<file path="src/rtl/df_i_mc_if.sv">
// df_i_mc_if: sample, coefficient and result bus of the multichannel DF-I filter
interface df_i_mc_if #(
    parameter int N           = 2,
    parameter int CH_WIDTH    = 2,
    parameter int X_WIDTH     = 12,
    parameter int Y_WIDTH     = 12,
    parameter int COEFF_WIDTH = 16
);
    logic                           in_valid;
    logic                           in_ready;
    logic [CH_WIDTH-1:0]            in_chan;
    logic signed [X_WIDTH-1:0]      x;
    logic [COEFF_WIDTH*(N+1)-1:0]   packed_b;
    logic [COEFF_WIDTH*N-1:0]       packed_a;
    logic                           flush;
    logic                           out_valid;
    logic [CH_WIDTH-1:0]            out_chan;
    logic signed [Y_WIDTH-1:0]      y;
    logic                           sat;

    modport master (
        output in_valid, in_chan, x, packed_b, packed_a, flush,
        input  in_ready, out_valid, out_chan, y, sat
    );

    modport slave (
        input  in_valid, in_chan, x, packed_b, packed_a, flush,
        output in_ready, out_valid, out_chan, y, sat
    );
endinterface

</file>
<file path="src/rtl/df_i_mc.sv">
// df_i_mc: time-multiplexed multichannel Nth-order direct form I IIR filter with one shared MAC
module df_i_mc #(
    parameter int N           = 2,
    parameter int CHANNELS    = 4,
    parameter int X_WIDTH     = 12,
    parameter int Y_WIDTH     = 12,
    parameter int COEFF_WIDTH = 16,
    parameter int Q           = 14,
    parameter int ACC_WIDTH   = 40,
    parameter int CH_WIDTH    = CHANNELS > 1 ? $clog2(CHANNELS) : 1
) (
    input logic        clk,
    input logic        rst_n,
    df_i_mc_if.slave   bus
);
    localparam int DW = X_WIDTH > Y_WIDTH ? X_WIDTH : Y_WIDTH;
    localparam int PW = COEFF_WIDTH + DW;
    localparam int TW = $clog2(2 * N + 1) > 0 ? $clog2(2 * N + 1) : 1;
    localparam logic [CH_WIDTH:0] NCH = CHANNELS[CH_WIDTH:0];
    localparam logic signed [ACC_WIDTH-1:0] HALF = ACC_WIDTH'(1) << (Q - 1);
    localparam logic signed [ACC_WIDTH-1:0] YMAX = (ACC_WIDTH'(1) << (Y_WIDTH - 1)) - ACC_WIDTH'(1);
    localparam logic signed [ACC_WIDTH-1:0] YMIN = ~YMAX;

    typedef enum logic [1:0] {IDLE, MAC, OUT} state_t;

    state_t                         state, state_nx;
    logic [CH_WIDTH-1:0]            chan, cidx;
    logic signed [X_WIDTH-1:0]      x_lat;
    logic [TW-1:0]                  tap;
    logic signed [ACC_WIDTH-1:0]    acc, sum, rnd, pext;
    logic signed [X_WIDTH-1:0]      xh [CHANNELS][N];
    logic signed [Y_WIDTH-1:0]      yh [CHANNELS][N];
    logic signed [COEFF_WIDTH-1:0]  coef;
    logic signed [DW-1:0]           dat;
    logic signed [PW-1:0]           prod;
    logic signed [Y_WIDTH-1:0]      y_nx;
    logic                           ch_ok, accept, do_flush, sub, hi, lo;
    logic                           ov_q, sat_q;
    logic [CH_WIDTH-1:0]            oc_q;
    logic signed [Y_WIDTH-1:0]      y_q;

    assign bus.in_ready  = state == IDLE && !bus.flush;
    assign accept        = bus.in_valid && bus.in_ready;
    assign do_flush      = state == IDLE && bus.flush;
    assign ch_ok         = {1'b0, chan} < NCH;
    assign cidx          = ch_ok ? chan : '0;
    assign sub           = tap > TW'(N);
    assign prod          = PW'(coef) * PW'(dat);
    assign pext          = ACC_WIDTH'(prod);
    assign sum           = acc + HALF;
    assign rnd           = sum >>> Q;
    assign hi            = rnd > YMAX;
    assign lo            = rnd < YMIN;
    assign y_nx          = hi ? YMAX[Y_WIDTH-1:0] : lo ? YMIN[Y_WIDTH-1:0] : rnd[Y_WIDTH-1:0];
    assign bus.out_valid = ov_q;
    assign bus.out_chan  = oc_q;
    assign bus.y         = y_q;
    assign bus.sat       = sat_q;

    // Tap operand select: b taps pair with x history, a taps with y history
    always_comb begin
        coef = bus.packed_b[COEFF_WIDTH-1:0];
        dat  = DW'(x_lat);
        for (int k = 1; k <= N; k++) begin
            if (tap == TW'(k)) begin
                coef = bus.packed_b[COEFF_WIDTH*k +: COEFF_WIDTH];
                dat  = DW'(xh[cidx][k-1]);
            end
            if (tap == TW'(N + k)) begin
                coef = bus.packed_a[COEFF_WIDTH*(k-1) +: COEFF_WIDTH];
                dat  = DW'(yh[cidx][k-1]);
            end
        end
    end

    // Next state: accept in IDLE, walk 2N+1 taps, then one output cycle
    always_comb begin
        state_nx = state;
        state_nx = state == IDLE ? (accept ? MAC : IDLE)
                 : state == MAC  ? (tap == TW'(2 * N) ? OUT : MAC)
                 : IDLE;
    end

    // State register
    always_ff @(posedge clk or negedge rst_n) begin
        if (!rst_n) state <= IDLE;
        else        state <= state_nx;
    end

    // Datapath: sample latch, MAC accumulation, output registers and channel histories
    always_ff @(posedge clk or negedge rst_n) begin
        if (!rst_n) begin
            chan  <= '0;
            x_lat <= '0;
            tap   <= '0;
            acc   <= '0;
            ov_q  <= 1'b0;
            oc_q  <= '0;
            y_q   <= '0;
            sat_q <= 1'b0;
            for (int c = 0; c < CHANNELS; c++)
                for (int j = 0; j < N; j++) begin
                    xh[c][j] <= '0;
                    yh[c][j] <= '0;
                end
        end else begin
            ov_q <= 1'b0;
            if (accept) begin
                chan  <= bus.in_chan;
                x_lat <= bus.x;
                tap   <= '0;
                acc   <= '0;
            end
            if (state == MAC) begin
                acc <= sub ? acc - pext : acc + pext;
                tap <= tap + TW'(1);
            end
            if (state == OUT && ch_ok) begin
                ov_q  <= 1'b1;
                oc_q  <= chan;
                y_q   <= y_nx;
                sat_q <= hi || lo;
                for (int j = N - 1; j > 0; j--) begin
                    xh[cidx][j] <= xh[cidx][j-1];
                    yh[cidx][j] <= yh[cidx][j-1];
                end
                xh[cidx][0] <= x_lat;
                yh[cidx][0] <= y_nx;
            end
            if (do_flush)
                for (int c = 0; c < CHANNELS; c++)
                    for (int j = 0; j < N; j++) begin
                        xh[c][j] <= '0;
                        yh[c][j] <= '0;
                    end
        end
    end
endmodule
</file>
<file path="src/flat_wrapper.sv">
// flat-port wrapper written by rule: the top's interface ports become plain ports
module df_i_mc_flat 
#(
    parameter int N           = 2,
    parameter int CHANNELS    = 4,
    parameter int X_WIDTH     = 12,
    parameter int Y_WIDTH     = 12,
    parameter int COEFF_WIDTH = 16,
    parameter int Q           = 14,
    parameter int ACC_WIDTH   = 40,
    parameter int CH_WIDTH    = CHANNELS > 1 ? $clog2(CHANNELS) : 1
)
  (clk, rst_n, bus_in_valid, bus_in_chan, bus_x, bus_packed_b, bus_packed_a, bus_flush, bus_in_ready, bus_out_valid, bus_out_chan, bus_y, bus_sat);
  df_i_mc_if #(.N(N), .CH_WIDTH(CH_WIDTH), .X_WIDTH(X_WIDTH), .Y_WIDTH(Y_WIDTH), .COEFF_WIDTH(COEFF_WIDTH)) bus_i ();
  input logic clk;
  input logic rst_n;
  input wire logic [$bits(bus_i.in_valid)-1:0] bus_in_valid;
  input wire logic [$bits(bus_i.in_chan)-1:0] bus_in_chan;
  input wire logic [$bits(bus_i.x)-1:0] bus_x;
  input wire logic [$bits(bus_i.packed_b)-1:0] bus_packed_b;
  input wire logic [$bits(bus_i.packed_a)-1:0] bus_packed_a;
  input wire logic [$bits(bus_i.flush)-1:0] bus_flush;
  output wire logic [$bits(bus_i.in_ready)-1:0] bus_in_ready;
  output wire logic [$bits(bus_i.out_valid)-1:0] bus_out_valid;
  output wire logic [$bits(bus_i.out_chan)-1:0] bus_out_chan;
  output wire logic [$bits(bus_i.y)-1:0] bus_y;
  output wire logic [$bits(bus_i.sat)-1:0] bus_sat;
  assign bus_i.in_valid = bus_in_valid;
  assign bus_i.in_chan = bus_in_chan;
  assign bus_i.x = bus_x;
  assign bus_i.packed_b = bus_packed_b;
  assign bus_i.packed_a = bus_packed_a;
  assign bus_i.flush = bus_flush;
  assign bus_in_ready = bus_i.in_ready;
  assign bus_out_valid = bus_i.out_valid;
  assign bus_out_chan = bus_i.out_chan;
  assign bus_y = bus_i.y;
  assign bus_sat = bus_i.sat;
  df_i_mc #(.N(N), .CHANNELS(CHANNELS), .X_WIDTH(X_WIDTH), .Y_WIDTH(Y_WIDTH), .COEFF_WIDTH(COEFF_WIDTH), .Q(Q), .ACC_WIDTH(ACC_WIDTH), .CH_WIDTH(CH_WIDTH)) u_core (.clk(clk), .rst_n(rst_n), .bus(bus_i));
endmodule
</file>
<file path="config.mk">
export PLATFORM = sky130hd
export DESIGN_NAME = df_i_mc_flat
export DESIGN_NICKNAME = d
export VERILOG_FILES = /design/src/rtl/df_i_mc_if.sv /design/src/rtl/df_i_mc.sv /design/src/flat_wrapper.sv
export SDC_FILE = /design/constraint.sdc
export NUM_CORES = 1
export LEC_CHECK = 0
export CELL_PAD_IN_SITES_DETAIL_PLACEMENT = 1
export CELL_PAD_IN_SITES_GLOBAL_PLACEMENT = 1
export CORE_MARGIN = 2
export CORE_UTILIZATION = 44
export CTS_CLUSTER_SIZE = 16
export DETAILED_ROUTE_END_ITERATION = 8
export PLACE_DENSITY_LB_ADDON = 0.12
export SYNTH_ARGS = -nofsm -noshare
export SYNTH_HDL_FRONTEND = slang
export SYNTH_SLANG_ARGS = --single-unit
</file>
<file path="constraint.sdc">
create_clock -name clk -period 11.3 [get_ports clk]
set_input_delay 1.13 -clock clk [delete_from_list [all_inputs] [get_ports clk]]
set_output_delay 1.13 -clock clk [all_outputs]
set_load 0.01 [all_outputs]
</file>
# Yosys cells after proc, flatten, opt, wreduce, memory -nomap -nowiden
# Index checks and enable logic that the tools add are counted.
op_classes:
  add_sub_neg: 4
  multipliers: 1
  magnitude_cmp: 5
  n_eq_ne: 6
  n_mux: 38
  bitwise_logic: 1
  reduce_logical: 9
op_table:
  columns: ["operator", "count"]
  rows:
  - ["$bwmux 96", 4]
  - ["$mux 96", 4]
  - ["$mux 24", 5]
  - ["$mux 40", 3]
  - ["$bmux 24 s2", 2]
  - ["$demux 24 s2", 2]
  - ["$mux 12", 7]
  - ["$mux 16", 4]
  - ["$add 40x15->40 const B", 1]
  - ["$add 40x28->40", 1]
  - ["$sub 40x28->40", 1]
  - ["$mul 16x12->28", 1]
  - ["$gt 26x12->1 const B", 1]
  - ["$lt 26x12->1 const B", 1]
  - ["$eq 3x2->1 const B", 2]
  - ["$mux 2", 3]
  - ["$mux 3", 2]
  - ["$logic_and 1x1->1", 4]
  - ["$reduce_bool 2->1", 2]
  - ["$add 3x1->3 const B", 1]
  - ["$eq 3x1->1 const B", 1]
  - ["$eq 3x3->1 const B", 1]
  - ["$ge 3x3->1 const B", 1]
  - ["$gt 3x2->1 const B", 1]
  - ["8 further kinds", 9]
word_totals:
  reg_bits: 267
  input_bits: 98
  out_inout_bits: 17
  word_cells: 89

# Logic depth before layout (Yosys ltp)
logic_depth:
  depth_word: 12
  ltp_mapped: 46
  ltp_nobuf: 42

# Worst setup path after synthesis
# No wires, ideal clock.
synth_path:
  path_type: "register -> register"
  start: "register u_core.chan[0]"
  end: "register u_core.acc[39]"
  setup_time_ns: 0.124
  t_arrival_ns: 10.395
  t_required_ns: 11.176
  slack_ns: 0.781
  path_stages_with_launch: 38
  path_buffers: 6
  period_less_slack_ns: 10.519
  cell_sequence: "dfrtp_1 -> buf_6 -> buf_2 -> clkbuf_1 -> buf_2 -> mux4_2 -> mux2i_1 -> clkbuf_1 -> nor2_1 -> fa_1 -> fa_1 -> fa_1 -> fa_1 -> inv_1 -> fa_1 -> inv_1 -> ha_1 -> buf_6 -> (+2 left out) -> nand2_1 -> a31oi_1 -> o311a_2 -> or3_2 -> or2_2 -> nand2_1 -> xor2_1 -> ha_1 -> and3_1 -> and2_1 -> a221oi_1 -> nand3b_1 -> o311a_1 -> a21oi_1 -> a311oi_1 -> and3_1 -> nor4b_2 -> a211o_1"
synth_via:
  elab_chain_len: 12
  word_cells_on_any_way: 16
  classes_between: "2 x add/sub; 1 x mul; 12 x mux; 1 x bitwise"
synth_lines:
  columns: ["item", "line", "text"]
  rows:
  - ["from (decl)", "df_i_mc.sv:27", "logic [CH_WIDTH-1:0] chan, cidx;"]
  - ["from (signal assigned)", "df_i_mc.sv:109", "chan <= bus.in_chan;"]
  - ["$not 2->3 (not written as such) *", "df_i_mc.sv:67, df_i_mc.sv:71", null]
  - ["$bmux 24 s2", "df_i_mc.sv:67", "dat = DW'(xh[cidx][k-1]);"]
  - ["$mux 24 (not written as such) (2 in series)", "df_i_mc.sv:67", null]
  - ["$mux 12", "df_i_mc.sv:65", "if (tap == TW'(k)) begin"]
  - ["$mux 12", "df_i_mc.sv:69", "if (tap == TW'(N + k)) begin"]
  - ["$mux 12", "df_i_mc.sv:65", null]
  - ["$mux 12 *", "df_i_mc.sv:69", null]
  - ["$mul 16x12->28 *", "df_i_mc.sv:48", "assign prod = PW'(coef) * PW'(dat);"]
  - ["$add 40x28->40 / $sub 40x28->40 (equally long branches)", "df_i_mc.sv:115", "acc <= sub ? acc - pext : acc + pext;"]
  - ["$mux 40 *", "df_i_mc.sv:115", null]
  - ["$mux 40 *", "df_i_mc.sv:114", "if (state == MAC) begin"]
  - ["to (signal assigned)", "df_i_mc.sv:115", null]
  - ["to (decl)", "df_i_mc.sv:30", "logic signed [ACC_WIDTH-1:0] acc, sum, rnd, pext;"]
# Every way passes the cells marked *; elsewhere a longest branch is shown, timed or not. The select of a mux whose other input is x is not followed.
# A chain may end at the register's enable or synchronous reset.

# Final worst setup path
layout_path:
  start: "register u_core.tap[1]"
  end: "register u_core.acc[39]"
layout_via:
  elab_chain_len: 9
  word_cells_on_any_way: 18
  classes_between: "2 x add/sub; 1 x mul; 1 x order compare; 4 x eq/ne; 10 x mux"
layout_lines:
  columns: ["item", "line", "text"]
  rows:
  - ["from (decl)", "df_i_mc.sv:29", "logic [TW-1:0] tap;"]
  - ["from (signal assigned)", "df_i_mc.sv:116", "tap <= tap + TW'(1);"]
  - ["$eq 3x1->1", "df_i_mc.sv:65", null]
  - ["$mux 16 / $mux 12 (equally long branches)", "df_i_mc.sv:65", null]
  - ["$mux 16 / $mux 12 (equally long branches)", "df_i_mc.sv:69", null]
  - ["$mux 16 / $mux 12 (equally long branches)", "df_i_mc.sv:65", null]
  - ["$mux 16 / $mux 12 (equally long branches)", "df_i_mc.sv:69", null]
  - ["$mul 16x12->28", "df_i_mc.sv:48", null]
  - ["$add 40x28->40 / $sub 40x28->40 (equally long branches)", "df_i_mc.sv:115", null]
  - ["$mux 40 *", "df_i_mc.sv:115", null]
  - ["$mux 40 *", "df_i_mc.sv:114", null]
# Every way passes the cells marked *; elsewhere a longest branch is shown, timed or not.

==> flow_summary_export.csv <==
group,metric,value,unit
setup_path,cp_data_required_time,11.75,ns
cts,postcts_setup_bufs,0,
timing,totalNegativeSetupSlack,0,ns
synthesis,synth-seq-cells,267,
cts,cts_htree_levels,1,
cells_and_area,filler_cell_count,5778,
place,io_buffers,114,
cts,cts_clock_pin_slew_for_the_worst_setup_and_hold_paths,0.06,ns
timing,timing.clock.skew,0.0510,ns
cells_and_area,syn2layout_area_growth,14.2,%
timing,worst_pin_slew,1.04,ns
synthesis,yosys.area_share.adder,0.216,
global_routing,grt_antenna_before_repair,0,
cells_and_area,final_core_area_utilization,0.506,
place,gp_routability_congestion,0.814,
cells_and_area,num_antenna_cells,0,
place,dp_slack,0.142,ns
setup_path,cp_common_cell,"sky130_fd_sc_hd__fa_1",
global_routing,global_route.usage.total,0.267,
place,post-dp-hpwl,50500,µm
setup_path,arrival_worst_endpoint,11.16,ns
place,dpl_cell_area,24800,µm²
floorplanning,design.die.area,53500,µm²
route,ant_nets,0,
synthesis,postSynthNetCount,2770,
timing,fin_crit_sh,0.948,
route,drt_wl_total,69800,µm
timing,final_critical_path_setup_slack,0.585,ns
synthesis,syn_area_per_cell,9.52,µm²
synthesis,synthXorXnorAreaFrac,0.0333,
cts,clock_tree.root_cell,"sky130_fd_sc_hd__clkbuf_16",
timing,slew_viol_final,0,
setup_path,startpoint_type,"flip-flop",
floorplanning,num_rows,83,
timing,setup_repair_after_global_routing_missed_its_margin,"no",
timing,maxSlewHeadroom,0.306,
synthesis,synthesis.instances,2387,
cts,tritoncts.num_buffers,30,
floorplanning,top_level_ports,115,
synthesis,synth-seq-area-share,0.294,
cts,clock_sink_count,267,
setup_path,cp_max_fo,16,
timing,max_freq,93.3,MHz
floorplanning,core_region_area,51200,µm²
synthesis,syn-cell-area,22700,µm²
synthesis,synth_compound_area_frac,0.183,
timing,finalHoldViolations,0,
timing,timing.final.crit_period,10.71,ns
floorplanning,dieWidth,231,µm
cts,tritoncts,"yes",
global_routing,largest_net_degree_at_the_start_of_global_routing,136,
route,drt-initial-drc-count,1198,
global_routing,grt_first_pass_wirelength,114000,µm
synthesis,yosysWarningCount,0,
job,max_cap_viol_count,0,
route,first_pass_iters,5,
cts,postCtsResizedCells,0,
floorplanning,die_h,231,µm
cts,ctsHoldBuffers,0,
route,routed_wire_length_per_instance,22.0,µm
cts,clkLatencyLatePin,0.60,ns
route,drc,0,
cells_and_area,nNetsFinal,2856,
route,num_vias,18600,
global_routing,via_count_of_the_first_global_routing_pass,20500,
status,status,"completed",
synthesis,async_reset_ff_frac,1.00,
synthesis,synthMuxAreaShare,0.0638,
synthesis,synthFlopType,"sky130_fd_sc_hd__dfrtp_1",
floorplanning,initial_cell_density_of_the_core,0.444,
global_routing,grt_remaining_overflow,0,
cts,max-clock-path-buffers,3,
cells_and_area,finalInstanceArea,25900,µm²
setup_path,master_of_the_slowest_instance_on_the_critical_path,"sky130_fd_sc_hd__fa_1",
route,route.detailed.vias_per_inst,5.85,
synthesis,synthesized_area_fraction_occupied_by_and_or_nand_nor_cells,0.141,
setup_path,cp-end-kind,"flip-flop",
cells_and_area,drive_gt1_frac,0.106,
setup_path,slowest_delay,0.59,ns
synthesis,ys_types,92,
setup_path,worst-setup-path-type,"reg -> reg",
min_path,hold_path.class,"reg -> reg",
synthesis,synth_edf_count,0,
synthesis,combinational_family_with_the_most_area_after_synthesis,"adder cells",
timing,timing.final.setup_violations,0,
-- path summary, 6_finish.rpt --
path | from | to | slack (ns) | depth (start not counted)
min in group asynchronous | rst_n | u_core.xh[86] | 0.61 | 1
setup / recovery | u_core.tap[1] | u_core.acc[39] | 0.59 | 39
hold / removal | u_core.bus.y[6] | u_core.bus.y[6] | 0.47 | 2
setup reg to reg | u_core.tap[1] | u_core.acc[39] | 0.59 | 39
max in group asynchronous | rst_n | u_core.yh[0] | 8.30 | 3
hold reg to reg | u_core.bus.y[6] | u_core.bus.y[6] | 0.47 | 2
-- kinds of logic (layout without fill, tap and decap cells) --
kind of cell | count (synthesis) | count (layout)
fa+ha+maj | 285 | 285
buf+inv | 395 | 505
simple gates | 681 | 681
compound gates | 592 | 592
flops | 267 | 267
mux | 83 | 83
xor+xnor | 84 | 84
-- cell type report --
type,instances,area [µm²],area share
clock buffers,43,870,0.0335
clock inverters,13,194,0.00748
inverters,262,983,0.0379
multi-input cells,1725,14600,0.563
flip-flops and latches,267,6690,0.258
well taps,680,851,0.0328
repair buffers,187,1740,0.0672
-- cells in the mapped netlist, types with 16 or more instances --
| master | instances | area share |
|---|---|---|
| sky130_fd_sc_hd__a211oi_1 | 17 | 0.0056 |
| sky130_fd_sc_hd__a21o_1 | 37 | 0.012 |
| sky130_fd_sc_hd__a21oi_1 | 118 | 0.026 |
| sky130_fd_sc_hd__a22o_1 | 160 | 0.062 |
| sky130_fd_sc_hd__a31oi_1 | 21 | 0.0058 |
| sky130_fd_sc_hd__and2_1 | 30 | 0.0083 |
| sky130_fd_sc_hd__clkbuf_1 | 111 | 0.018 |
| sky130_fd_sc_hd__dfrtp_1 | 267 | 0.29 |
| sky130_fd_sc_hd__fa_1 | 179 | 0.16 |
| sky130_fd_sc_hd__ha_1 | 106 | 0.058 |
| sky130_fd_sc_hd__inv_1 | 262 | 0.043 |
| sky130_fd_sc_hd__mux2i_1 | 20 | 0.0088 |
| sky130_fd_sc_hd__mux4_2 | 48 | 0.048 |
| sky130_fd_sc_hd__nand2_1 | 305 | 0.050 |
| sky130_fd_sc_hd__nand2b_1 | 20 | 0.0055 |
| sky130_fd_sc_hd__nand3_1 | 50 | 0.011 |
| sky130_fd_sc_hd__nand4_1 | 16 | 0.0044 |
| sky130_fd_sc_hd__nor2_1 | 122 | 0.020 |
| sky130_fd_sc_hd__nor2b_1 | 36 | 0.0099 |
| sky130_fd_sc_hd__nor3_1 | 23 | 0.0051 |
| sky130_fd_sc_hd__o21a_1 | 20 | 0.0066 |
| sky130_fd_sc_hd__o21ai_0 | 118 | 0.026 |
| sky130_fd_sc_hd__xnor2_1 | 48 | 0.019 |
| sky130_fd_sc_hd__xor2_1 | 34 | 0.013 |
-- state kept, by name, indices dropped and copies added (netlist names), 2 cells and up --
name                 count
u_core.tap               3
u_core.x_lat            12
u_core.chan              2
u_core.acc              40
u_core.yh               96
u_core.state             2
u_core.bus.y            12
u_core.xh               96
u_core.bus.out_chan      2
-- stage by stage --
stage / std cells / hold slack (ns)
5_1_grt: 3177 / 0.507
2_1_floorplan: 2387 / 0.445
6_report: 3177 / 0.473
3_5_place_dp: 3121 / 0.464
4_1_cts: 3177 / 0.481
3_3_place_gp: 3121 / 0.450
-- routing by layer --
metal,vias up,wire length (µm),GRT usage
li1,8402,-,-
met1,9684,31200,0.360
met2,420,34000,0.457
met3,93,3410,0.0369
met4,0,1280,0.0581
met5,-,0,0
-- worst max-delay path: cells and delay by family, from the launching register on --
family	cells	cell delay [ns]
simple gates	12	2.57
fa+ha+maj	8	3.59
compound gates	11	2.73
xor+xnor	1	0.16
buf+inv	6	0.86
mux	1	0.15
flops	1	0.45
-- cell usage in the layout (no fill, tap or decap), drive strengths merged, types with 7 or more instances in the layout --
cell type        n
o211ai          11
nand3           50
nor2b           36
and3            13
nand4           16
buf             74
a21o            43
mux2            15
nor3            23
a31oi           21
or3             12
o21ai          121
o21a            20
inv            263
mux4            48
or2             12
a211o            7
clkbuf          43
o31ai            9
mux2i           20
and2            38
a211oi          18
ha             106
a21oi          118
clkdlybuf4s50  113
nand2b          20
nand2          305
clkinv           8
xor2            35
a22o           160
fa             179
xnor2           48
nor2           123
dfrtp          267
Power is left out: the tool's default activity adds up to more than one toggle a clock period on the data nets, which glitch-free logic cannot reach.
